[config.mk]
export PLATFORM = sky130hd
export DESIGN_NAME = cw305_pmul_seq
export DESIGN_NICKNAME = d
export VERILOG_FILES = /design/src/rtl/cw305_pmul_seq.sv
export SDC_FILE = /design/constraint.sdc
export NUM_CORES = 2
export LEC_CHECK = 0
export ABC_CLOCK_PERIOD_IN_PS = 26000
export CELL_PAD_IN_SITES_DETAIL_PLACEMENT = 1
export CELL_PAD_IN_SITES_GLOBAL_PLACEMENT = 2
export CORE_MARGIN = 2
export CORE_UTILIZATION = 40
export CTS_CLUSTER_SIZE = 24
export DETAILED_ROUTE_END_ITERATION = 8
export PLACE_DENSITY = 0.89
export SLEW_MARGIN = 20
export SYNTH_ARGS = -nofsm -noshare
export SYNTH_HDL_FRONTEND = slang
export SYNTH_SLANG_ARGS = --single-unit
[constraint.sdc]
create_clock -name crypto_clk -period 26 [get_ports crypto_clk]
set_input_delay 6.5 -clock crypto_clk [delete_from_list [all_inputs] [get_ports crypto_clk]]
set_output_delay 6.5 -clock crypto_clk [all_outputs]
set_load 0.01 [all_outputs]
[src/rtl/cw305_pmul_seq.sv]
// Pointwise modular multiply sequencer: walks pWORDS key/operand words and
// writes back k*gx mod Q and k*gy mod Q per 16-bit lane.
module cw305_pmul_seq #(
    parameter int unsigned pQ      = 3329,
    parameter int unsigned pWORDS  = 8,
    parameter int unsigned pCOEF_W = 16
) (
    input  logic        crypto_clk,
    input  logic        reset_n_i,
    input  logic        I_start,
    output logic        O_ready,
    output logic        O_busy,
    output logic        O_done,
    output logic [7:0]  O_k_addr,
    input  logic [31:0] I_k_word,
    output logic [2:0]  O_gx_addr,
    output logic [2:0]  O_gy_addr,
    input  logic [31:0] I_gx_word,
    input  logic [31:0] I_gy_word,
    output logic [2:0]  O_rx_addr,
    output logic [2:0]  O_ry_addr,
    output logic        O_rx_wren,
    output logic        O_ry_wren,
    output logic [31:0] O_rx_word,
    output logic [31:0] O_ry_word
);

    typedef enum logic [2:0] {
        S_IDLE = 3'd0,
        S_LOAD = 3'd1,
        S_CAPT = 3'd2,
        S_MUL  = 3'd3,
        S_RED  = 3'd4,
        S_WR   = 3'd5,
        S_DONE = 3'd6
    } state_e;

    localparam logic [2:0]  IDX_LAST = 3'(pWORDS - 1);
    localparam logic [31:0] MOD_Q    = 32'(pQ);

    state_e state_q, state_d;
    logic [2:0]       idx_q, idx_d;
    logic [31:0]      k_q, k_d, gx_q, gx_d, gy_q, gy_d;
    logic [1:0][31:0] px_q, px_d, py_q, py_d;
    logic [31:0]      rx_word_q, rx_word_d, ry_word_q, ry_word_d;
    logic             ready_q, ready_d, busy_q, busy_d, done_q, done_d, wren_q, wren_d;

    // Full-width remainder keeps the result exact even for lane operands >= pQ.
    function automatic logic [pCOEF_W-1:0] mod_q(input logic [31:0] p);
        logic [31:0] r;
        r = p % MOD_Q;
        return r[pCOEF_W-1:0];
    endfunction

    // State, index and registered status outputs.
    always_ff @(posedge crypto_clk or negedge reset_n_i) begin
        if (!reset_n_i) begin
            state_q <= S_IDLE;
            idx_q   <= 3'd0;
            ready_q <= 1'b1;
            busy_q  <= 1'b0;
            done_q  <= 1'b0;
            wren_q  <= 1'b0;
        end else begin
            state_q <= state_d;
            idx_q   <= idx_d;
            ready_q <= ready_d;
            busy_q  <= busy_d;
            done_q  <= done_d;
            wren_q  <= wren_d;
        end
    end

    // Next-state and word index sequencing.
    always_comb begin
        state_d = state_q;
        idx_d   = idx_q;
        case (state_q)
            S_IDLE: begin
                if (I_start) begin
                    state_d = S_LOAD;
                end else begin
                    state_d = S_IDLE;
                end
            end
            S_LOAD: state_d = S_CAPT;
            S_CAPT: state_d = S_MUL;
            S_MUL:  state_d = S_RED;
            S_RED:  state_d = S_WR;
            S_WR: begin
                if (idx_q == IDX_LAST) begin
                    state_d = S_DONE;
                end else begin
                    state_d = S_LOAD;
                    idx_d   = idx_q + 3'd1;
                end
            end
            S_DONE: begin
                state_d = S_IDLE;
                idx_d   = 3'd0;
            end
            default: begin
                state_d = S_IDLE;
                idx_d   = 3'd0;
            end
        endcase
    end

    // Status decodes from the next state so the flops line up with the state.
    always_comb begin
        ready_d = (state_d == S_IDLE);
        busy_d  = (state_d != S_IDLE);
        done_d  = (state_d == S_DONE);
        wren_d  = (state_d == S_WR);
    end

    // Datapath register updates for capture, multiply and reduce.
    always_comb begin
        k_d       = k_q;
        gx_d      = gx_q;
        gy_d      = gy_q;
        px_d      = px_q;
        py_d      = py_q;
        rx_word_d = rx_word_q;
        ry_word_d = ry_word_q;
        case (state_q)
            S_CAPT: begin
                k_d  = I_k_word;
                gx_d = I_gx_word;
                gy_d = I_gy_word;
            end
            S_MUL: begin
                for (int j = 0; j < 2; j++) begin
                    px_d[j] = {16'd0, k_q[pCOEF_W*j +: pCOEF_W]} * {16'd0, gx_q[pCOEF_W*j +: pCOEF_W]};
                    py_d[j] = {16'd0, k_q[pCOEF_W*j +: pCOEF_W]} * {16'd0, gy_q[pCOEF_W*j +: pCOEF_W]};
                end
            end
            S_RED: begin
                rx_word_d = {mod_q(px_q[1]), mod_q(px_q[0])};
                ry_word_d = {mod_q(py_q[1]), mod_q(py_q[0])};
            end
            default: begin
                rx_word_d = rx_word_q;
            end
        endcase
    end

    // Datapath flops; the result words hold between writes.
    always_ff @(posedge crypto_clk or negedge reset_n_i) begin
        if (!reset_n_i) begin
            k_q       <= 32'd0;
            gx_q      <= 32'd0;
            gy_q      <= 32'd0;
            px_q      <= '0;
            py_q      <= '0;
            rx_word_q <= 32'd0;
            ry_word_q <= 32'd0;
        end else begin
            k_q       <= k_d;
            gx_q      <= gx_d;
            gy_q      <= gy_d;
            px_q      <= px_d;
            py_q      <= py_d;
            rx_word_q <= rx_word_d;
            ry_word_q <= ry_word_d;
        end
    end

    assign O_ready   = ready_q;
    assign O_busy    = busy_q;
    assign O_done    = done_q;
    assign O_rx_wren = wren_q;
    assign O_ry_wren = wren_q;
    assign O_rx_word = rx_word_q;
    assign O_ry_word = ry_word_q;
    assign O_k_addr  = {5'd0, idx_q};
    assign O_gx_addr = idx_q;
    assign O_gy_addr = idx_q;
    assign O_rx_addr = idx_q;
    assign O_ry_addr = idx_q;

endmodule

# Yosys cells after proc, flatten, opt, wreduce, memory -nomap -nowiden
# Index checks and enable logic that the tools add are counted.
[totals]
register_bits = 298
output_inout_bits = 89
in_bits = 99
elab_cells = 44
[op_classes]
muxes = 5
n_eq_ne = 9
n_bitwise = 1
add_sub_neg = 1
n_mul = 4
reduce_logical = 5
n_div = 4
[ops]
columns = ["operator", "n"]
rows = [
  ["32-bit by 12-bit remainder unit with 32-bit output, second input constant", 4],
  ["16-bit by 16-bit multiplier with 32-bit output", 4],
  ["3-bit case mux with 6 select lines", 1],
  ["3-bit equality test, second input constant", 5],
  ["3-bit by 2-bit equality test with 1-bit output, second input constant", 2],
  ["3-bit zero test", 2],
  ["3-bit two-way mux", 2],
  ["3-bit case mux with 2 select lines", 1],
  ["5-bit OR reduction", 1],
  ["3-bit by 1-bit adder with 3-bit output, second input constant", 1],
  ["3-bit by 1-bit equality test with 1-bit output, second input constant", 1],
  ["3-bit nonzero test", 1],
  ["2-bit != test, second input constant", 1],
  ["2-bit AND reduction", 1],
  ["1-bit two-way mux", 1],
  ["1-bit inverter", 1],
]

# Longest topological paths before layout
[depth]
depth_word = 4
depth_mapped = 95

# Worst setup path before layout
# No wires, ideal clock.
[synth_path]
kind = "reg-to-reg"
start = "register py_q[22] (netlist bit)"
end = "register ry_word_q[4], in the netlist O_ry_word[4]"
setup_time_ps = 128
n_path_buf = 11
path_stages_with_launch = 90
period_less_slack_ps = 21158
required_time_ps = 25872
arrival_time_ps = 21030
setup_slack_ps = 4842
cell_sequence = "dfrtp_1 > buf_6 > or3_4 > buf_6 > o41ai_2 > nand2_2 > o41a_4 > a221o_1 > a211o_1 > o32ai_2 > o31ai_4 > or4_4 > buf_6 > o21ai_2 > nand2_4 > a221oi_4 > nor2_2 > or3_4 > (+54 left out) > a21oi_2 > nor2_4 > a211oi_2 > buf_6 > buf_6 > xnor2_1 > ha_1 > o211ai_2 > inv_1 > nand3_1 > nor3b_2 > a31oi_1 > nor3_2 > nand2b_1 > o41ai_1 > nor3_2 > xnor2_1 > o21ai_1"
[synth_via]
elab_chain_len = 1
[synth_lines]
columns = ["element", "line", "rtl"]
rows = [
  ["start: declaration", "44", "logic [1:0][31:0] px_q, px_d, py_q, py_d;"],
  ["start signal: assignment", "163", "py_q <= py_d;"],
  ["32-bit by 12-bit remainder unit with 32-bit output", "51", "r = p % MOD_Q;"],
  ["end signal: assignment", "165", "ry_word_q <= ry_word_d;"],
  ["end: declaration", "45", "logic [31:0] rx_word_q, rx_word_d, ry_word_q, ry_word_d;"],
]
# No other way between the ends.
# A chain may end at the register's enable or synchronous reset.

# Worst setup path after layout
[layout_path]
start = "register px_q[23] (netlist bit)"
end = "register rx_word_q[4], in the netlist O_rx_word[4]"
[layout_via]
elab_chain_len = 1
[layout_lines]
columns = ["element", "line", "rtl"]
rows = [
  ["start: declaration", "44", ""],
  ["start signal: assignment", "162", "px_q <= px_d;"],
  ["32-bit by 12-bit remainder unit with 32-bit output", "51", ""],
  ["end signal: assignment", "164", "rx_word_q <= rx_word_d;"],
  ["end: declaration", "45", ""],
]
# No other way between the ends.

==> flow_summary.json <==
{
  "synth_seq_area_share_pct": 8.96,
  "die_y_microns": 460,
  "grt_pass1_wl_microns": 435000,
  "required_ns": 26.52,
  "syn_area_per_cell_sq_um": 8.03,
  "yosysMostFrequentCell": "nand2_1",
  "synth_ff_type": "dfrtp_1",
  "cp_slowest_stage_delay_ns": 0.67,
  "drt_pre_antenna_iters": 7,
  "grt_remaining_overflow": 0,
  "maxCapViolCount": 0,
  "area_growth_pct": 6.28,
  "synth_common_cells": "1341 x nand2_1, 1081 x inv_1, 776 x fa_1, 578 x nor2_1, 473 x xnor2_1",
  "placedCellCount": 12900,
  "cp_common_cell": "or4_1",
  "place_congestion": 0.892,
  "start_util_pct": 40.2,
  "synth_warnings": 0,
  "slew_headroom_pct": 31.7,
  "grt_max_degree": 102,
  "cts_root_buffer": "clkbuf_16",
  "worst-slew-pin-transition_ns": 1.02,
  "fin_tns_setup_ns": 0,
  "hold_path.class": "register to register",
  "fmax_ghz": 0.0406,
  "row_count": 167,
  "vias": 76466,
  "final_cell_count_no_fill": 13017,
  "cts_made_buffers": 48,
  "yosys.cell_types.count": 214,
  "cts_tree": "built",
  "drc_errors": 0,
  "grt_pass1_vias": 80879,
  "status": "finished clean",
  "hpwlAfterDp_microns": 211000,
  "crit_fanout": 18,
  "clkTransAtPathRegs_ns": 0.06,
  "portBuffers": 182,
  "nets": 11493,
  "ys_ff_latch": 298,
  "totalWireLength_microns": 265000,
  "final_hold_viol_count": 0,
  "fin_crit_ns": 24.61,
  "criticalPathCategory": "register to register",
  "synth_cells": 10373,
  "slew_violations": 0,
  "coreArea_sq_um": 207000,
  "hold_buffers": 0,
  "wl_per_cell_microns": 20.4,
  "drt_iter0_markers": 4378,
  "synthArstFlopShare_pct": 100,
  "cp_slowest_cell": "or4_1",
  "cts_sinks": 298,
  "final.period_utilization_pct": 94.7,
  "finalSetupViolations": 0,
  "cts-htree-levels": 2,
  "grt_usage_pct": 24.7,
  "synthTopCellsByArea": "fa_1 19%, dfrtp_1 8.9%, ha_1 6.5%",
  "dpl_cell_area_sq_um": 86100,
  "clock_path_buffers": 3,
  "critical_path_arrival_ns": 25.13,
  "fin_skew_ns": 0.0422,
  "fill_cells": 24995,
  "drive_gt1_share_pct": 11.4,
  "synth_top_area_share_pct": 18.7,
  "pin_count": 188,
  "synth_area_leader_cell": "fa_1",
  "cp-start-kind": "register",
  "netlist_area_sq_um": 83300,
  "hold_ws_ns": 0.480,
  "synth_edf_count": 0,
  "die_area_sq_um": 212000,
  "via_per_inst": 5.87,
  "clk_latency_ns": 0.70,
  "rsz0062_at_grt": "yes",
  "antenna_found_initial": 8,
  "end_kind": "register",
  "design_area_sq_um": 88500,
  "die_w_microns": 460,
  "drtAntennaViolNets": 0
}
-- state kept, by name, indices dropped and copies added, names as in the netlist --
name / count
px_q: 64
py_q: 64
O_rx_word: 32
O_ry_word: 32
gx_q: 32
gy_q: 32
k_q: 32
O_gx_addr: 3
state_q: 3
O_busy: 1
O_done: 1
O_ready: 1
O_rx_wren: 1
-- critical path, delay by kind of cell (launching register included) --
kind | cells | cell delay (ns)
compound gates | 41 | 13.06
simple gates | 23 | 8.43
xor+xnor | 5 | 1.06
buf+inv | 1 | 0.17
fa+ha+maj | 1 | 0.24
flops | 1 | 0.51
mux | 3 | 0.92
-- final cells by class --
class	count	area [sq um]	share of cell area, %
antenna	6	15.0	0.0170
clock buffer	62	1340	1.51
clock inverter	27	240	0.272
inverter	1086	4080	4.61
multi-input combinational	8475	69300	78.3
sequential	298	7470	8.44
tap	2788	3490	3.94
timing repair buffer	275	2540	2.87
-- layer usage --
layer	share of wire (%)	global-route usage, %	vias up
li1	-	-	35912
met1	47	33.5	39003
met2	48	42.1	1258
met3	3.1	1.76	293
met4	2.6	6.64	0
met5	0	0	-
-- stage by stage --
stage | setup slack, ns | util (%)
3_5_place_dp | -0.392 | 41.6
3_3_place_gp | -0.00269 | 41.6
4_1_cts | 0.0823 | 42.4
6_report | 1.39 | 42.7
2_1_floorplan | 4.84 | -
5_1_grt | -0.159 | 42.7
-- worst paths after layout --
| path | end | cells after the start | slack (ns) | from |
|---|---|---|---|---|
| max reg2reg | O_rx_word[4] | 74 | 1.39 | px_q[23] |
| max in group asynchronous | k_q[7] | 4 | 17.53 | reset_n_i |
| min in group asynchronous | py_q[13] | 1 | 5.82 | reset_n_i |
| min reg2reg | O_rx_word[14] | 2 | 0.48 | O_rx_word[14] |
| min | O_rx_word[14] | 2 | 0.48 | O_rx_word[14] |
| max | O_rx_word[4] | 74 | 1.39 | px_q[23] |
-- layout by cell type, fill, tap and decap left out, drive strengths merged, types with 297 or more instances in the layout --
| cell | Yosys | routed |
|---|---|---|
| xnor2 | 492 | 492 |
| a21oi | 511 | 511 |
| nor2 | 594 | 594 |
| ha | 434 | 434 |
| and2 | 454 | 454 |
| o21ai | 572 | 572 |
| inv | 1083 | 1085 |
| fa | 776 | 776 |
| nand2 | 1349 | 1349 |
| dfrtp | 297 | 297 |
-- kinds of logic (layout without fill, tap and decap cells) --
logic type / after synthesis / after routing / share of synthesized area (%)
AND/OR/NAND/NOR: 3740 / 3740 / 23.2
AO/OA/AOI/OAI: 2624 / 2624 / 23.7
buffers and inverters: 1604 / 1450 / 8.57
adder cells (fa/ha/maj): 1241 / 1241 / 25.6
XOR/XNOR: 635 / 635 / 6.92
flip-flops: 298 / 298 / 8.96
multiplexers: 230 / 230 / 3.05
other: 1 / 11 / 0.00450
-- what timing repair did --
action | 4_1_cts | 5_1_grt
gates resized for setup | 7 | 101
setup endpoints to repair | 28 | 64
pin swaps | 0 | 14
buffers inserted | 0 | 22
Power is not shown: default switching activity piles up to over one toggle a cycle in this logic, so the estimate is an artifact.
